<file path="src/rtl/gf_sqrt_iter.sv">
// gf_sqrt_iter: sequential GF(2^N) square root.
// Computes out = in^(2^(N-1)) by N-1 modular squarings, one per clock,
// against a primitive polynomial latched with the operand.
// Optional build macro GF_SQRT_CHECK_EN adds chk_err, which flags a result
// whose square does not reproduce the latched operand.
module gf_sqrt_iter #(
  parameter int unsigned N = 8
) (
  input  logic         clk,
  input  logic         rst,
  input  logic         start,
  input  logic [N-1:0] in,
  input  logic [N:0]   prim,
  output logic         busy,
  output logic         done,
  output logic [N-1:0] out
`ifdef GF_SQRT_CHECK_EN
  ,
  output logic         chk_err
`endif
);

  // Counter only has to reach N-1, so $clog2(N) bits suffice.
  localparam int unsigned CW = $clog2(N);

  localparam logic [1:0] S_IDLE = 2'd0;
  localparam logic [1:0] S_RUN  = 2'd1;
  localparam logic [1:0] S_DONE = 2'd2;

  logic [1:0]    state;
  logic [N-1:0]  acc;
  logic [CW-1:0] cnt;
  logic [N:0]    prim_l;
  logic [N-1:0]  acc_sq;

  // Field squaring: spread x onto even bit positions, then reduce the
  // upper terms from bit 2N-2 down to bit N with shifted copies of p.
  function automatic logic [N-1:0] sq(input logic [N-1:0] x, input logic [N:0] p);
    logic [2*N-2:0] t;
    logic [2*N-2:0] pe;
    int unsigned    k;
    t  = '0;
    pe = '0;
    pe[N:0] = p;
    for (int unsigned i = 0; i < N; i++) begin
      t[2*i] = x[i];
    end
    for (int unsigned j = 0; j < N - 1; j++) begin
      k = 2*N - 2 - j;
      if (t[k]) begin
        t = t ^ (pe << (k - N));
      end
    end
    return t[N-1:0];
  endfunction

  // Next value of the accumulator.
  always_comb begin
    acc_sq = sq(acc, prim_l);
  end

  // Control FSM and datapath registers.
  always_ff @(posedge clk or posedge rst) begin
    if (rst) begin
      state  <= S_IDLE;
      busy   <= 1'b0;
      done   <= 1'b0;
      out    <= '0;
      acc    <= '0;
      cnt    <= '0;
      prim_l <= '0;
    end else begin
      case (state)
        S_IDLE: begin
          done <= 1'b0;
          if (start) begin
            acc    <= in;
            prim_l <= prim;
            cnt    <= CW'(N - 1);
            busy   <= 1'b1;
            state  <= S_RUN;
          end
        end
        S_RUN: begin
          acc <= acc_sq;
          cnt <= cnt - CW'(1);
          if (cnt == CW'(1)) begin
            out   <= acc_sq;
            done  <= 1'b1;
            state <= S_DONE;
          end
        end
        S_DONE: begin
          done  <= 1'b0;
          busy  <= 1'b0;
          state <= S_IDLE;
        end
        default: begin
          done  <= 1'b0;
          busy  <= 1'b0;
          state <= S_IDLE;
        end
      endcase
    end
  end

`ifdef GF_SQRT_CHECK_EN
  logic [N-1:0] shadow;

  // Keep the original operand for the result self-check.
  always_ff @(posedge clk or posedge rst) begin
    if (rst) begin
      shadow <= '0;
    end else if (state == S_IDLE && start) begin
      shadow <= in;
    end
  end

  // Squaring the root must give back the operand; only meaningful in DONE.
  always_comb begin
    chk_err = (state == S_DONE) && (sq(out, prim_l) != shadow);
  end
`endif

endmodule

</file>
<file path="config.mk">
export PLATFORM = sky130hd
export DESIGN_NAME = gf_sqrt_iter
export DESIGN_NICKNAME = d
export VERILOG_FILES = /design/src/rtl/gf_sqrt_iter.sv
export SDC_FILE = /design/constraint.sdc
export NUM_CORES = 1
export LEC_CHECK = 0
export CORE_MARGIN = 4
export CORE_UTILIZATION = 46
export CTS_CLUSTER_DIAMETER = 80
export CTS_CLUSTER_SIZE = 20
export DETAILED_ROUTE_END_ITERATION = 6
export GPL_ROUTABILITY_DRIVEN = 0
export PLACE_DENSITY_LB_ADDON = 0.3
export REMOVE_ABC_BUFFERS = 1
export SETUP_SLACK_MARGIN = 0.05
export SYNTH_ARGS = -nofsm -noshare
export SYNTH_HDL_FRONTEND = slang
export SYNTH_SLANG_ARGS = --single-unit
</file>
<file path="constraint.sdc">
create_clock -name clk -period 2.9 [get_ports clk]
set_clock_uncertainty 0.05 [all_clocks]
set_input_delay 0.725 -clock clk [delete_from_list [all_inputs] [get_ports clk]]
set_output_delay 0.725 -clock clk [all_outputs]
set_load 0.05 [all_outputs]
</file>
==> results.toml <==
[run_status]
outcome = "finished with violations"
violations = "negative setup slack"

[critical_path]
path_class = "flip-flop to flip-flop"
cp_num_buf_inv = 1
cp_top_family = "XOR/XNOR gates"
startpoint_type = "flip-flop"
cp_slowest_stage_delay_ns = 0.48
crit_top_cell = "xnor2_2"
crit_required_ns = 3.01
endpoint_kind = "flip-flop"
cp_slowest_cell = "dfrtp_2"
crit_chain = "buf_6 > xnor2_2 > or3_4 > a21oi_4 > xnor3_2 > xnor2_2 > mux2_4 > a22oi_2 > xnor2_2 > o221ai_1"
cp.arrival_ns = 3.06
crit_fanout = 7

[global_routing]
antenna_found_initial = 0
grt-ovfl-total = 0
grt_usage_pct = 20.5
grt_pass1_wl_mm = 10.6
grt_pass1_vias = 2102
grt_max_degree = 32

[clock_network]
clkLatencyLatePin_ns = 0.28
htreeDepth = 2
cts-root-buf = "clkbuf_8"
cts_sinks = 31
tritoncts = "done"
clk_path_buf_depth = 2
cts_buffers = 5
path_clk_slew_ns = 0.07

[layout]
antenna_cells = 0
fin_nets = 375
syn_to_final_growth_pct = 37.2
fillerInstances = 415
multi_input_area_um2 = 1760
regArea_um2 = 782
layout-drive-gt1-share_pct = 31.4

[detailed_routing]
final_antenna_net_count = 0
drt-initial-drc-count = 141
drcViolationCount = 0
vias = 2379
drt_first_pass_iters = 4
drt-wirelength-per-cell_um = 15.9
viasPerCell = 5.61
drt-total-wl_mm = 6.74

[place]
io_buffers = 28
place.detailed.hpwl_mm = 4.77
post-place-ws_ns = -0.0197

[logic_synthesis]
ys_types = 63
synth-main-ff-cell = "dfrtp_1"
synth_edf_count = 0
yosysWarnings = 0
syn_inst = 292
async_reset_ff_share_pct = 100
yosysMostFrequentCell = "nand2_1"
synth-seq-area-share_pct = 30.9
synth_commonest_cells = "nand2_1 (37), dfrtp_1 (31), xnor2_1 (26)"
synth_area_leader_cell = "dfrtp_1"
syn_avg_cell_area_um2 = 8.60
syn-cell-area_um2 = 2510
ys_top_cells_by_area = "dfrtp_1 (31%), xnor2_1 (9.1%), nand2_1 (5.5%), o21ai_0 (3.2%), a21oi_1 (2.8%)"
ys_ff_latch = 31
yosysTopAreaCellShare_pct = 30.9

[sta]
finalCritPeriodShare_pct = 102
finalSetupViolations = 3
slew_headroom_pct = 63.4
slew_violations = 0
period_needed_ns = 2.96
holdWs_ns = 0.427
rsz0062_at_grt = "true"
setup_ws_ns = -0.0577
finalHoldViolCount = 0
worstMarginPinSlew_ns = 0.547
timing.fmax_mhz = 338

[die]
io_pins = 30
core_um2 = 5200
dieArea_um2 = 6710
dieHeight_um = 81.9
placementRows = 26
die_w_um = 81.9
initial_utilization_pct = 48.3

[flow_run]
drv_cap = 0

[worst_hold_path]
hold_class = "flip-flop to flip-flop"
-- state kept, by name (all words and copies together), names as in the netlist --
| signal | cells |
|---|---|
| acc | 8 |
| busy | 1 |
| cnt | 3 |
| done | 1 |
| out | 8 |
| prim_l | 8 |
| state | 2 |
-- placed cells by master (no fill, tap or decap), types with 3 or more instances in the layout --
cell and instances:
nor2_1 18, and3_4 3, and2_1 3, clkdlybuf4s50_1 28, o22ai_1 5, nand3_1 5, nand2_1 36, xor2_1 4
clkbuf_8 6, xnor2_2 11, buf_4 39, nand3b_1 7, buf_6 7, inv_1 12, o21ai_2 6, o21ai_1 11
dfrtp_2 5, dfrtp_1 26, nor2b_1 4, nor3_2 3, o211ai_1 6, o21ai_0 15, mux2_2 4, o22a_1 5
xnor2_1 14, a21oi_1 13
-- metrics by stage --
| stage | instance area (um2) | setup TNS (ns) | util (%) | cells |
|---|---|---|---|---|
| floorplan | 2390 | -2.53 | - | 272 |
| global placement | 3020 | 0 | 58.0 | 405 |
| detailed placement | 3020 | -0.0468 | 58.0 | 405 |
| CTS | 3250 | 0 | 62.5 | 419 |
| global route | 3450 | -0.973 | 66.2 | 424 |
| finish | 3450 | -0.123 | 66.2 | 424 |
-- what timing repair did --
item                       CTS  global route
pin swaps                   11            20
setup buffers                6             5
hold buffers                 0             0
gates resized for setup     16            31
setup endpoints to repair   13            16
-- worst register-to-register path, delay by kind of cell (launching register included) --
kind / cells / cell delay, ns
xor+xnor: 4 / 0.95
flops: 1 / 0.48
compound gates: 3 / 0.46
simple gates: 1 / 0.41
mux: 1 / 0.32
buf+inv: 1 / 0.16
-- path summary, 6_finish.rpt --
path                                       start                    end  slack, ns  cells after the start
min reg2reg                   out[7]$_DFFE_PP0P_     out[7]$_DFFE_PP0P_       0.43                      2
min                           out[7]$_DFFE_PP0P_     out[7]$_DFFE_PP0P_       0.43                      2
min in group asynchronous                    rst  prim_l[0]$_DFFE_PP0P_       0.76                      3
max                        prim_l[7]$_DFFE_PP0P_     acc[7]$_DFFE_PP0P_      -0.06                     10
max in group asynchronous                    rst     acc[7]$_DFFE_PP0P_       1.73                      3
max reg2reg                prim_l[7]$_DFFE_PP0P_     acc[7]$_DFFE_PP0P_      -0.06                     10
-- final cells by class --
type	instances	share of cell area (%)
Timing Repair Buffer	74	18.9
Clock buffer	6	2.40
Inverter	14	1.52
Clock inverter	2	1.02
Sequential cell	31	22.7
Tap cell	70	2.54
Multi-Input combinational cell	227	50.9
-- metal layers --
layer | up-vias | global-route usage (%) | routed length, um
met3 | 6 | 3.29 | 368
met4 | 0 | 5.15 | 54
met1 | 1150 | 28.7 | 2960
li1 | 1156 | - | -
met5 | - | 0 | 0
met2 | 67 | 33.0 | 3360
-- cells by family (layout without fill, tap and decap cells) --
logic type	after synthesis	after routing	share of synthesized area [%]
xor gates and xnor gates	35	35	14.2
adders and majority gates	2	2	0.996
AOI/OAI and AO/OA	87	87	24.0
buffers and inverters	34	96	7.07
and+or+nand+nor	96	96	19.9
DFF	31	31	30.9
muxes	7	7	3.04
Power is not shown: default switching activity piles up to over one toggle a cycle in this logic, so the estimate is an artifact.
